<file path="config.mk">
export PLATFORM = sky130hd
export DESIGN_NAME = note_sequencer
export DESIGN_NICKNAME = d
export VERILOG_FILES = /design/src/rtl/note_sequencer.sv
export SDC_FILE = /design/constraint.sdc
export NUM_CORES = 1
export LEC_CHECK = 0
export CORE_MARGIN = 2
export CORE_UTILIZATION = 45
export CTS_CLUSTER_DIAMETER = 30
export DETAILED_ROUTE_END_ITERATION = 7
export GPL_ROUTABILITY_DRIVEN = 1
export HOLD_SLACK_MARGIN = 0.06
export PLACE_DENSITY = 0.67
export SLEW_MARGIN = 20
export SYNTH_ARGS = -nofsm -noshare
export SYNTH_HDL_FRONTEND = slang
export SYNTH_SLANG_ARGS = --single-unit
</file>
<file path="constraint.sdc">
create_clock -name CLK -period 5.8 [get_ports CLK]
set_clock_uncertainty 0.05 [all_clocks]
set_input_delay 1.16 -clock CLK [delete_from_list [all_inputs] [get_ports CLK]]
set_output_delay 1.16 -clock CLK [all_outputs]
set_load 0.02 [all_outputs]
</file>
<file path="src/rtl/note_sequencer.sv">
// ---------------------------------------------------------------------------
// note_sequencer
// Plays a tune stored in an asynchronous SRAM as a square wave. Each 16-bit
// word is either a note (duration, octave, tone or rest) or a setting
// (tempo, halt, jump, nop). Notes are timed in milliseconds from a
// prescaler and end with a short silent articulation tail.
//
// Ports
//   CLK, RST_N        clock, asynchronous active-low reset
//   START, STOP       level-sampled playback request / abort (STOP wins)
//   SRAM_A, SRAM_D    read address / read data
//   SRAM_WE..SRAM_UB  SRAM strobes, tied for read-only access
//   SPEAKER           square-wave audio
//   BUSY, DONE        status: running / halted by a HALT instruction
//   CUR_INS           last instruction latched from SRAM
//
// state  | meaning
// -------+--------------------------------------------------------------
// IDLE   | waiting for START (after reset or STOP)
// FETCH  | SRAM_A = pc, wait SRAM_WAIT+1 cycles, latch SRAM_D
// EXEC   | one-cycle decode of the latched instruction
// PLAY   | note or rest in progress, ms prescaler and tone counter run
// DONE   | HALT executed, waiting for START to replay from address 0
// ---------------------------------------------------------------------------
module note_sequencer #(
    parameter int CLK_HZ          = 50000000,
    parameter int ADDR_W          = 18,
    parameter int SRAM_WAIT       = 2,
    parameter int DEFAULT_BEAT_MS = 625,
    parameter int ARTIC_MS        = 10
) (
    input  logic              CLK,
    input  logic              RST_N,
    input  logic              START,
    input  logic              STOP,
    output logic [ADDR_W-1:0] SRAM_A,
    input  logic [15:0]       SRAM_D,
    output logic              SRAM_WE,
    output logic              SRAM_CE,
    output logic              SRAM_OE,
    output logic              SRAM_LB,
    output logic              SRAM_UB,
    output logic              SPEAKER,
    output logic              BUSY,
    output logic              DONE,
    output logic [15:0]       CUR_INS
);

    localparam int MS_CYC = (CLK_HZ / 1000 > 0) ? CLK_HZ / 1000 : 1;
    localparam int PRE_W  = (MS_CYC > 1) ? $clog2(MS_CYC) : 1;
    localparam int WAIT_W = (SRAM_WAIT > 0) ? $clog2(SRAM_WAIT + 1) : 1;
    localparam int TONE_W = 24;
    localparam int MS_W   = 17;   // 16 beats * 4095 ms fits
    localparam int BEAT_W = 12;

    // Octave-0 equal-tempered half periods in clock cycles, rounded.
    function automatic logic [TONE_W-1:0] half_of(input int t);
        real f0;
        real cyc;
        case (t)
            0:       f0 = 16.352;
            1:       f0 = 17.324;
            2:       f0 = 18.354;
            3:       f0 = 19.445;
            4:       f0 = 20.602;
            5:       f0 = 21.827;
            6:       f0 = 23.125;
            7:       f0 = 24.500;
            8:       f0 = 25.957;
            9:       f0 = 27.500;
            10:      f0 = 29.135;
            default: f0 = 30.868;
        endcase
        cyc = real'(CLK_HZ) / (2.0 * f0);
        half_of = TONE_W'($rtoi(cyc + 0.5));
    endfunction

    localparam logic [TONE_W-1:0] HALF_TBL [0:11] = '{
        half_of(0), half_of(1), half_of(2),  half_of(3),
        half_of(4), half_of(5), half_of(6),  half_of(7),
        half_of(8), half_of(9), half_of(10), half_of(11)
    };

    typedef enum logic [2:0] {
        ST_IDLE,
        ST_FETCH,
        ST_EXEC,
        ST_PLAY,
        ST_DONE
    } state_t;

    state_t              state_q, state_d;
    logic [ADDR_W-1:0]   pc_q, pc_d;
    logic [15:0]         ins_q, ins_d;
    logic [BEAT_W-1:0]   beat_q, beat_d;
    logic [WAIT_W-1:0]   wait_q, wait_d;
    logic [PRE_W-1:0]    pre_q, pre_d;
    logic [MS_W-1:0]     ms_q, ms_d;
    logic [TONE_W-1:0]   tone_q, tone_d;
    logic [TONE_W-1:0]   half_q, half_d;
    logic                spk_q, spk_d;
    logic                rest_q, rest_d;

    logic [ADDR_W-1:0]   pc_inc;
    logic [4:0]          dur;
    logic [MS_W-1:0]     note_ms;
    logic [TONE_W-1:0]   half_base;
    logic [TONE_W-1:0]   half_shift;
    logic [TONE_W-1:0]   half_eff;

    // Decode of the latched note word, used only in EXEC.
    always_comb begin
        pc_inc     = pc_q + ADDR_W'(1);
        dur        = (ins_q[11:8] == 4'd0) ? 5'd16 : {1'b0, ins_q[11:8]};
        note_ms    = MS_W'(dur) * MS_W'(beat_q);
        half_base  = '0;
        if (ins_q[3:0] < 4'd12) begin
            half_base = HALF_TBL[ins_q[3:0]];
        end
        half_shift = half_base >> ins_q[6:4];
        half_eff   = (half_shift == '0) ? TONE_W'(1) : half_shift;
    end

    always_ff @(posedge CLK or negedge RST_N) begin
        if (!RST_N) begin
            state_q <= ST_IDLE;
            pc_q    <= '0;
            ins_q   <= '0;
            beat_q  <= BEAT_W'(DEFAULT_BEAT_MS);
            wait_q  <= '0;
            pre_q   <= '0;
            ms_q    <= '0;
            tone_q  <= '0;
            half_q  <= '0;
            spk_q   <= 1'b0;
            rest_q  <= 1'b0;
        end else begin
            state_q <= state_d;
            pc_q    <= pc_d;
            ins_q   <= ins_d;
            beat_q  <= beat_d;
            wait_q  <= wait_d;
            pre_q   <= pre_d;
            ms_q    <= ms_d;
            tone_q  <= tone_d;
            half_q  <= half_d;
            spk_q   <= spk_d;
            rest_q  <= rest_d;
        end
    end

    always_comb begin
        state_d = state_q;
        pc_d    = pc_q;
        ins_d   = ins_q;
        beat_d  = beat_q;
        wait_d  = WAIT_W'(SRAM_WAIT);   // reloaded whenever not in FETCH
        pre_d   = pre_q;
        ms_d    = ms_q;
        tone_d  = tone_q;
        half_d  = half_q;
        spk_d   = 1'b0;
        rest_d  = rest_q;

        if (STOP) begin
            state_d = ST_IDLE;
        end else begin
            case (state_q)
                ST_IDLE, ST_DONE: begin
                    if (START) begin
                        pc_d    = '0;
                        state_d = ST_FETCH;
                    end
                end
                ST_FETCH: begin
                    if (wait_q == '0) begin
                        ins_d   = SRAM_D;
                        state_d = ST_EXEC;
                    end else begin
                        wait_d = wait_q - WAIT_W'(1);
                    end
                end
                ST_EXEC: begin
                    if (!ins_q[15]) begin
                        pre_d   = PRE_W'(MS_CYC - 1);
                        ms_d    = note_ms;
                        half_d  = half_eff;
                        tone_d  = half_eff - TONE_W'(1);
                        rest_d  = (ins_q[3:0] >= 4'd12);
                        state_d = ST_PLAY;
                    end else begin
                        case (ins_q[14:12])
                            3'b000: begin
                                if (ins_q[11:0] != 12'd0) begin
                                    beat_d = ins_q[11:0];
                                end
                                pc_d    = pc_inc;
                                state_d = ST_FETCH;
                            end
                            3'b001: state_d = ST_DONE;
                            3'b010: begin
                                pc_d    = ADDR_W'({{ADDR_W{1'b0}}, ins_q[11:0]});
                                state_d = ST_FETCH;
                            end
                            default: begin
                                pc_d    = pc_inc;
                                state_d = ST_FETCH;
                            end
                        endcase
                    end
                end
                ST_PLAY: begin
                    spk_d = spk_q;
                    if (tone_q == '0) begin
                        spk_d  = ~spk_q;
                        tone_d = half_q - TONE_W'(1);
                    end else begin
                        tone_d = tone_q - TONE_W'(1);
                    end
                    // ms_q counts whole milliseconds left; the last one
                    // ends the note when the prescaler expires.
                    if (pre_q == '0) begin
                        if (ms_q <= MS_W'(1)) begin
                            pc_d    = pc_inc;
                            spk_d   = 1'b0;
                            state_d = ST_FETCH;
                        end else begin
                            ms_d  = ms_q - MS_W'(1);
                            pre_d = PRE_W'(MS_CYC - 1);
                        end
                    end else begin
                        pre_d = pre_q - PRE_W'(1);
                    end
                end
                default: state_d = ST_IDLE;
            endcase
        end
    end

    assign SRAM_A  = pc_q;
    assign CUR_INS = ins_q;
    assign BUSY    = (state_q != ST_IDLE) && (state_q != ST_DONE);
    assign DONE    = (state_q == ST_DONE);
    // Gated from registers only, so reset silences it without a clock edge.
    assign SPEAKER = (state_q == ST_PLAY) && spk_q && !rest_q
                     && (ms_q > MS_W'(ARTIC_MS));

    assign SRAM_WE = 1'b1;
    assign SRAM_CE = 1'b0;
    assign SRAM_OE = 1'b0;
    assign SRAM_LB = 1'b0;
    assign SRAM_UB = 1'b0;

endmodule

</file>
Word level (Yosys, flattened, before mapping)
Memory sizes are Yosys's and may differ from the RTL's.
Index checks and enable logic that the tools add are counted.

operators by class
  equality and inequality tests = 19
  muxes and demuxes = 38
  shift operators = 1
  bitwise gates (word level) = 4
  $lt $le $gt $ge = 5
  multipliers = 1
  reduce and logical (&&, ||, !) cells = 25
  add/sub/neg operators = 7

operators by type and width
  kind                                                                               count
  24-bit two-way mux                                                                 6
  18-bit two-way mux                                                                 4
  24-bit by 1-bit subtractor with 24-bit output, second input constant               3
  18-bit one-hot mux with 3 select lines                                             1
  17-bit two-way mux                                                                 3
  24-bit zero test                                                                   2
  16-bit two-way mux                                                                 3
  24-bit one-hot mux with 2 select lines                                             1
  18-bit one-hot mux with 2 select lines                                             1
  17-bit one-hot mux with 2 select lines                                             1
  16-bit one-hot mux with 2 select lines                                             1
  24-bit by 3-bit right shift with 24-bit output                                     1
  3-bit two-way mux                                                                  7
  18-bit by 1-bit adder with 18-bit output, second input constant                    1
  3-bit inequality test, second input constant                                       6
  17-bit by 4-bit greater-than comparator with 1-bit output, second input constant   1
  17-bit by 1-bit less-or-equal comparator with 1-bit output, second input constant  1
  5-bit by 12-bit multiplier with 17-bit output                                      1
  17-bit by 1-bit subtractor with 17-bit output, second input constant               1
  16-bit zero test                                                                   1
  16-bit by 1-bit subtractor with 16-bit output, second input constant               1
  2-bit inequality test, second input constant                                       7
  3-bit one-hot mux with 4 select lines                                              1
  12-bit nonzero test                                                                1
  24 further kinds                                                                   44

storage, ports and cells
  bits in read-only memories = 384
  logic and storage cells = 112
  memories = 1
  bits of input ports = 20
  register bits = 134

memories
  memory           depth  bits a word  rd ports  clocked after Yosys merged registers in  wr ports  RTL line  text
  (no name shown)  16     24           1         0                                        0         118       half_base = HALF_TBL[ins_q[3:0]];

Depth between registers and ports, before layout
Gate-level depths: netlist of the first run.

  depth after elaboration = 11
  mapped depth = 18

Worst setup path before layout of the first run
No wires, ideal clock.

  kind = register -> register
  start point = register ins_q[8] (netlist: CUR_INS[8])
  end point = register ms_q[16]
  stages on the path, launching flop included = 18
  path slack = 651 ps
  library setup time = 136 ps
  required time = 5614 ps
  data arrival time = 4962 ps
  cell sequence = dfrtp_1 -> nor4_1 -> clkbuf_1 -> nand2_1 -> fa_1 -> fa_1 -> fa_1 -> inv_1 -> ha_1 -> a21o_1 -> a21oi_1 -> nor2b_1 -> o21a_1 -> o41ai_1 -> o21ai_0 -> o31ai_1 -> mux2i_1 -> o211ai_1

on the way
  word-level cells in the longest chain between the ends = 5

ends and longest elaborated chain
  what                                             RTL line  text
  from (decl)                                      94        logic [15:0] ins_q, ins_d;
  from (signal assigned)                           140       ins_q <= ins_d;
  4-bit zero test                                  114       dur = (ins_q[11:8] == 4'd0) ? 5'd16 : {1'b0, ins_q[11:8]};
  5-bit two-way mux *                              114
  5-bit by 12-bit multiplier with 17-bit output *  115       note_ms = MS_W'(dur) * MS_W'(beat_q);
  17-bit two-way mux *                             184       if (!ins_q[15]) begin
  17-bit one-hot mux with 2 select lines *         168       case (state_q)
  to (signal assigned)                             144       ms_q <= ms_d;
  to (decl)                                        98        logic [MS_W-1:0] ms_q, ms_d;

Every way passes the cells marked *; elsewhere a longest branch is shown, timed or not. The select of a mux whose other input is x is not followed.
A chain may end at the register's enable or synchronous reset.

Worst setup path in the final report of the first run
Ends and elaborated chain as after synthesis.

==> reports/qor.csv, run 1 <==
stage;metric;value;unit
outcome;outcome;complete, no violations;
grt;grt_antenna_before_repair;0;
routing;drtIter0Drc;725;
routing;viasPerCell;5.846;
sta;setup_ws;0.5740;ns
place;dp_hpwl;20510;um
grt;grt_pass1_vias;8899;
finish;insertedDiodeCount;0;
worst_setup_path;rr_worst_depth;17;
run;maxCapViolCount;0;
sta;worstMarginPinSlew;1.029;ns
finish;nets;1353;
clock_tree;cts_setup_buffers;0;
sta;rsz0062_at_grt;false;
synthesis;yosys_warnings;0;
routing;antenna_left;0;
floorplanning;ios;62;
worst_setup_path;worst_setup_path_end_kind;flop;
synthesis;synth.most_common_cell;nand2_1;
finish;layout-drive-gt1-share;9.576;%
min_path;hp-class;reg -> reg;
sta;period_share;90.10;%
clock_tree;cts_tree;done;
clock_tree;htree_num_levels;4;
min_path;holdPathStages;2;
worst_setup_path;crit_fanout;13;
finish;seq_area;3284;um^2
sta;setup_viol;0;
sta;final-hold-violation-count;0;
routing;drcViolationCount;0;
place;place_ws;0.5790;ns
synthesis;yosys-top-cells-count;nand2_1, dfrtp_1, o21ai_0;
synthesis;syn_inst;1240;
clock_tree;root_buffer;clkbuf_16;
clock_tree;clkLatencyLatePin;0.43;ns
clock_tree;clockBufferDepth;2;
sta;tns;0;ns
grt;grt_pass1_wl;46590;um
synthesis;synth_cell_types;94;
floorplanning;rows;55;
finish;multi_input_area;6658;um^2
synthesis;ys.flop_type;dfrtp_1;
sta;maxSlewHeadroom;31.05;%
sta;fmax;0.1914;GHz
clock_tree;cts_made_buffers;17;
worst_setup_path;crit_required;6.04;ns
floorplanning;die_h;156.8;um
floorplanning;core-area;22780;um^2
clock_tree;cts_hold_buf;0;
synthesis;synth_edf_count;0;
worst_setup_path;cp.arrival;5.47;ns
synthesis;synth.avg_cell_area;8.475;um^2
clock_tree;clk_pin_slew_worst_paths;0.06;ns
floorplanning;dieArea;24590;um^2
routing;wl_per_cell;17.95;um
synthesis;synth-seq-cells;131;
power;p_leak;5.112;nW
sta;slew_violations;0;
synthesis;ys_top_cells_by_area;dfrtp_1, fa_1, nand2_1;
power;power-per-cell-area;420.4;nW/um^2
grt;grt_max_degree;99;
worst_setup_path;cp-start-kind;flop;
finish;area_growth;13.51;%
synthesis;synth_largest_area_cell;dfrtp_1;
grt;grt-ovfl-total;0;
clock_tree;cts-resized-gates;0;
finish;num-fill-cells;2088;
synthesis;yosysTopAreaCellShare;30.00;%
floorplanning;die_w;156.8;um
floorplanning;start_util;46.14;%
routing;drt_wl_total;28480;um
synthesis;seq_area_frac_synth;31.25;%
clock_tree;clkSinkCount;131;
synthesis;async_reset_ff_share;100.0;%
power;peakVddDrop;0.2403;mV
synthesis;syn_area;10510;um^2
routing;vias;9277;
routing;drtPass1Iterations;7;
grt;grt_usage;23.88;%
worst_setup_path;critPathKind;reg -> reg;
place;port_buffers;56;
place;gp_congestion;0.8781;
sta;finalCriticalPeriod;5.226;ns
## path summary, 6_finish.rpt
kind / start / to / slack [ns]
max: CUR_INS[8]$_DFFE_PN0P_ / ms_q[16]$_DFFE_PN0P_ / 0.57
min: half_q[2]$_DFFE_PN0P_ / half_q[2]$_DFFE_PN0P_ / 0.43
max reg2reg: CUR_INS[8]$_DFFE_PN0P_ / ms_q[16]$_DFFE_PN0P_ / 0.57
min reg2reg: half_q[2]$_DFFE_PN0P_ / half_q[2]$_DFFE_PN0P_ / 0.43
max in group asynchronous: RST_N / beat_q[9]$_DFFE_PN1P_ / 3.79
min in group asynchronous: RST_N / CUR_INS[10]$_DFFE_PN0P_ / 0.77
## where the power goes
part	internal, W	switching, W
combinational	0.000946	0.00144
clock	0.000739	0.000458
sequential	0.00114	0.000285
total	0.00283	0.00219
## worst max-delay path, cell delays in order (launching register included)
cell and delay, ns:
dfrtp_1 0.38, nor4_1 0.31, buf_4 0.24, nand2_1 0.09
fa_1 0.50, fa_1 0.52, fa_1 0.54, inv_1 0.04
ha_1 0.32, a21o_1 0.19, a21oi_1 0.22, nor2b_1 0.08
o21a_1 0.18, o41ai_1 0.54, o21ai_0 0.26, o31ai_1 0.32
mux2i_1 0.22, o211ai_1 0.09
## metrics by stage
stage                     cells  area (um^2)  hold WS (ns)  util (%)  total power, W
after global placement     1555        11280        0.4087     49.50        0.003750
after detailed placement   1555        11280        0.4144     49.50        0.003780
after floorplan            1243        10520        0.3892         -        0.003132
final                      1587        11930        0.4262     52.37        0.005015
after CTS                  1587        11920        0.4271     52.31        0.004994
after global routing       1587        11930        0.4467     52.37        0.005344
## cell usage in the layout (no fill, tap or decap), drive strengths merged, types with 9 or more instances in the layout
master         count
xor2              11
xnor2             24
o21ai            112
nand2            150
nor4              14
and3              16
or2               10
nor2b             16
a21oi             62
nor2              94
nor3              32
a211oi             9
dfrtp            126
clkbuf            19
nand3             28
buf               22
a31oi             18
o31ai             14
or3               12
o211ai             9
inv               67
fa                30
mux2i             21
mux2              27
and2              52
clkdlybuf4s50     55
ha                42
nand2b            18
a22oi             17
## cell type report
class                      count  area share [%]
clock buffer                  19           3.713
clock inverter                13           1.647
inverter                      63           1.982
multi-input combinational    971           55.81
sequential                   131           27.53
tap                          313           3.283
timing repair buffer          77           6.031
## per-layer routing
metal / vias to the layer above / global-route usage, % / wire length, um
met1: 4489 / 30.66 / 12500
met5: - / 0 / 0
met2: 271 / 40.56 / 13860
met3: 61 / 4.209 / 1378
li1: 4456 / - / -
met4: 0 / 8.126 / 742
## kinds of logic after synthesis
family                   after synthesis  synth area share (%)
other                                  2               0.07146
AO/OA/AOI/OAI                        324                 19.96
flip-flops                           131                 31.25
AND/OR/NAND/NOR                      483                 23.49
multiplexers                          52                 5.786
XOR/XNOR                              35                 2.917
adder cells (fa/ha/maj)               72                 10.72
buffers and inverters                141                 5.810
## registers in the layout (all words and copies together), names as in the netlist
| register | cells |
|---|---|
| state_q | 3 |
| pre_q | 16 |
| half_q | 21 |
| SRAM_A | 18 |
| tone_q | 24 |
| beat_q | 12 |
| spk_q | 1 |
| CUR_INS | 16 |
| ms_q | 17 |
| wait_q | 2 |
| rest_q | 1 |
Power figures use the tool's default switching activity.
==> run 2: changes to the inputs <==
Settings changed: CORE_MARGIN 2 to unset.
==> run 2 against run 1 <==
Register-to-register slack improved by 0.099 ns. First-iteration DRC count decreased by 6.3%. Critical path depth unchanged. Utilization decreased by 0.31 points. Die area decreased by 2.5%. Highest routed layer unchanged.
==> reports/qor.csv, run 2 (synthesis results as in run 1) <==
stage;metric;value;unit;change
clock_tree;clk_pin_slew_worst_paths;0.06;ns;about the same
floorplanning;die_w;154.8;um;-1.3%
worst_setup_path;crit_fanout;13;;unchanged
finish;regMostFlops;tone_q;;
place;dp_hpwl;20130;um;-1.9%
finish;area_growth;12.83;%;
sta;slew_violations;0;;unchanged
power;intPower;0.002702;W;-4.5%
power;power_frac_clock;21.8;%;-2.1 points
sta;finalCriticalPeriod;5.127;ns;-0.09886 ns
finish;largest_reg_flops;24;;unchanged
routing;wl_per_cell;17.66;um;-1.6%
routing;drtIter0Drc;679;;-6.3%
finish;layout-drive-gt1-share;9.505;%;-0.071 points
sta;fmax;0.1950;GHz;+1.9%
clock_tree;cts_hold_buf;0;;unchanged
finish;seq_area;3284;um^2;unchanged
finish;num-fill-cells;2116;;+1.3%
floorplanning;start_util;46.14;%;unchanged
power;power_switching;0.002174;W;-0.52%
grt;grt_pass1_vias;8975;;+0.85%
routing;drt_wl_total;28010;um;-1.7%
power;p_total;0.004876;W;-2.8%
place;port_buffers;56;;unchanged
routing;drcViolationCount;0;;unchanged
run;maxCapViolCount;0;;unchanged
grt;grt_usage;24.59;%;+0.71 points
grt;grt_antenna_before_repair;0;;unchanged
place;gp_congestion;0.8727;;-0.61%
worst_setup_path;crit_required;6.04;ns;about the same
finish;fin_util;52.06;%;-0.31 points
power;peakVddDrop;0.2954;mV;+23%
worst_setup_path;critPathKind;reg -> reg;;
floorplanning;core-area;22780;um^2;unchanged
sta;worstMarginPinSlew;1.037;ns;+0.007959 ns
finish;nets;1352;;-0.074%
sta;final-hold-violation-count;0;;unchanged
sta;maxSlewHeadroom;30.36;%;-0.69 points
grt;grt_pass1_wl;46780;um;+0.42%
routing;vias;9165;;-1.2%
finish;insertedDiodeCount;0;;unchanged
clock_tree;cts_made_buffers;17;;unchanged
power;share_comb_of_total_power;49.2;%;+1.6 points
sta;period_share;88.40;%;-1.7 points
routing;antenna_left;0;;unchanged
sta;tns;0;ns;unchanged
finish;most-common-layout-cells;nand2_1, dfrtp_1, o21ai_0;;
power;p_sw_share;44.58;%;+1.0 points
floorplanning;die_h;154.8;um;-1.3%
min_path;hp-class;reg -> reg;;
min_path;holdPathStages;2;;unchanged
clock_tree;clockBufferDepth;2;;unchanged
worst_setup_path;cp-start-kind;flop;;
clock_tree;clkSinkCount;131;;unchanged
worst_setup_path;r2r_start;CUR_INS[8]$_DFFE_PN0P_;;
clock_tree;clkLatencyLatePin;0.44;ns;about the same
worst_setup_path;regToRegSetupSlack;0.67;ns;+0.10 ns
floorplanning;rows;55;;unchanged
worst_setup_path;cp.arrival;5.37;ns;-0.10 ns
power;power-per-cell-area;411.2;nW/um^2;-2.2%
worst_setup_path;worst_setup_path_end_kind;flop;;
sta;setup_viol;0;;unchanged
sta;rsz0062_at_grt;false;;
min_path;min-delay-start;half_q[13]$_DFFE_PN0P_;;
finish;multi_input_area;6655;um^2;about the same
finish;layout_commonest_cell;nand2_1;;
floorplanning;ios;62;;unchanged
power;p_leak;5.076;nW;-0.71%
clock_tree;cts_setup_buffers;0;;unchanged
grt;grt_max_degree;93;;-6.1%
outcome;outcome;complete, no violations;;
clock_tree;root_buffer;clkbuf_16;;
clock_tree;htree_num_levels;4;;unchanged
grt;grt-ovfl-total;0;;unchanged
clock_tree;cts-resized-gates;0;;unchanged
routing;viasPerCell;5.779;;-1.1%
worst_setup_path;rr_endpoint;ms_q[16]$_DFFE_PN0P_;;
min_path;hold_end;half_q[13]$_DFFE_PN0P_;;
power;p_seq_share;28.9;%;+0.4 points
clock_tree;cts_tree;done;;
worst_setup_path;rr_worst_depth;17;;unchanged
routing;drtPass1Iterations;5;;-2
floorplanning;dieArea;23970;um^2;-2.5%
==> run 2: per-layer routing <==
| layer | track usage (%) | vias up | part of all wire (%) |
|---|---|---|---|
| li1 | - | 4439 | - |
| met1 | 32.85 | 4452 | 46 |
| met2 | 41.15 | 237 | 48 |
| met3 | 3.755 | 37 | 4.4 |
| met4 | 7.166 | 0 | 1.8 |
| met5 | 0 | - | 0 |
==> run 2: worst max path at each step <==
stage	start	end	cells after the start
final	CUR_INS[8]$_DFFE_PN0P_	ms_q[16]$_DFFE_PN0P_	17
after global routing	CUR_INS[8]$_DFFE_PN0P_	ms_q[16]$_DFFE_PN0P_	17
after CTS	CUR_INS[8]$_DFFE_PN0P_	ms_q[16]$_DFFE_PN0P_	17
after detailed placement	CUR_INS[8]$_DFFE_PN0P_	ms_q[16]$_DFFE_PN0P_	17
after global placement	CUR_INS[8]$_DFFE_PN0P_	ms_q[16]$_DFFE_PN0P_	17
after floorplan	CUR_INS[8]$_DFFE_PN0P_	ms_q[16]$_DFFE_PN0P_	17
==> run 2: final cells by class <==
cell class | count | area share [%]
clock buffers | 19 | 3.735
clock inverters | 13 | 1.034
inverters | 63 | 1.994
multi-input cells | 971 | 56.13
flip-flops and latches | 131 | 27.70
well taps | 313 | 3.303
repair buffers | 76 | 6.110
==> run 2: power by group through the flow <==
stage               sequential, W  combinational [W]  clock (W)
floorplan                 0.00137            0.00176          0
detailed placement        0.00142            0.00236          0
finish                    0.00141            0.00240    0.00106
global route              0.00144            0.00264    0.00112
global placement          0.00141            0.00234          0
CTS                       0.00140            0.00238    0.00108
==> run 2: critical path, cell delays in order, from the launching register on <==
cell,delay [ns]
dfrtp_1,0.37
nor4_1,0.27
buf_4,0.22
nand2_1,0.09
fa_1,0.52
fa_1,0.52
fa_1,0.55
inv_1,0.04
ha_1,0.32
a21o_1,0.19
a21oi_1,0.21
nor2b_1,0.07
o21a_1,0.19
o41ai_1,0.48
o21ai_0,0.24
o31ai_1,0.34
mux2i_1,0.23
o211ai_1,0.09
==> run 2: through the flow <==
step	worst slack (ns)	cells	hold WS, ns	cell area [um^2]
after floorplan	0.6514	1243	0.3892	10520
after global placement	0.7459	1554	0.4094	11280
after detailed placement	0.6920	1554	0.4179	11280
after CTS	0.6377	1586	0.4321	11850
after global routing	0.2713	1586	0.4390	11860
final	0.6729	1586	0.4270	11860
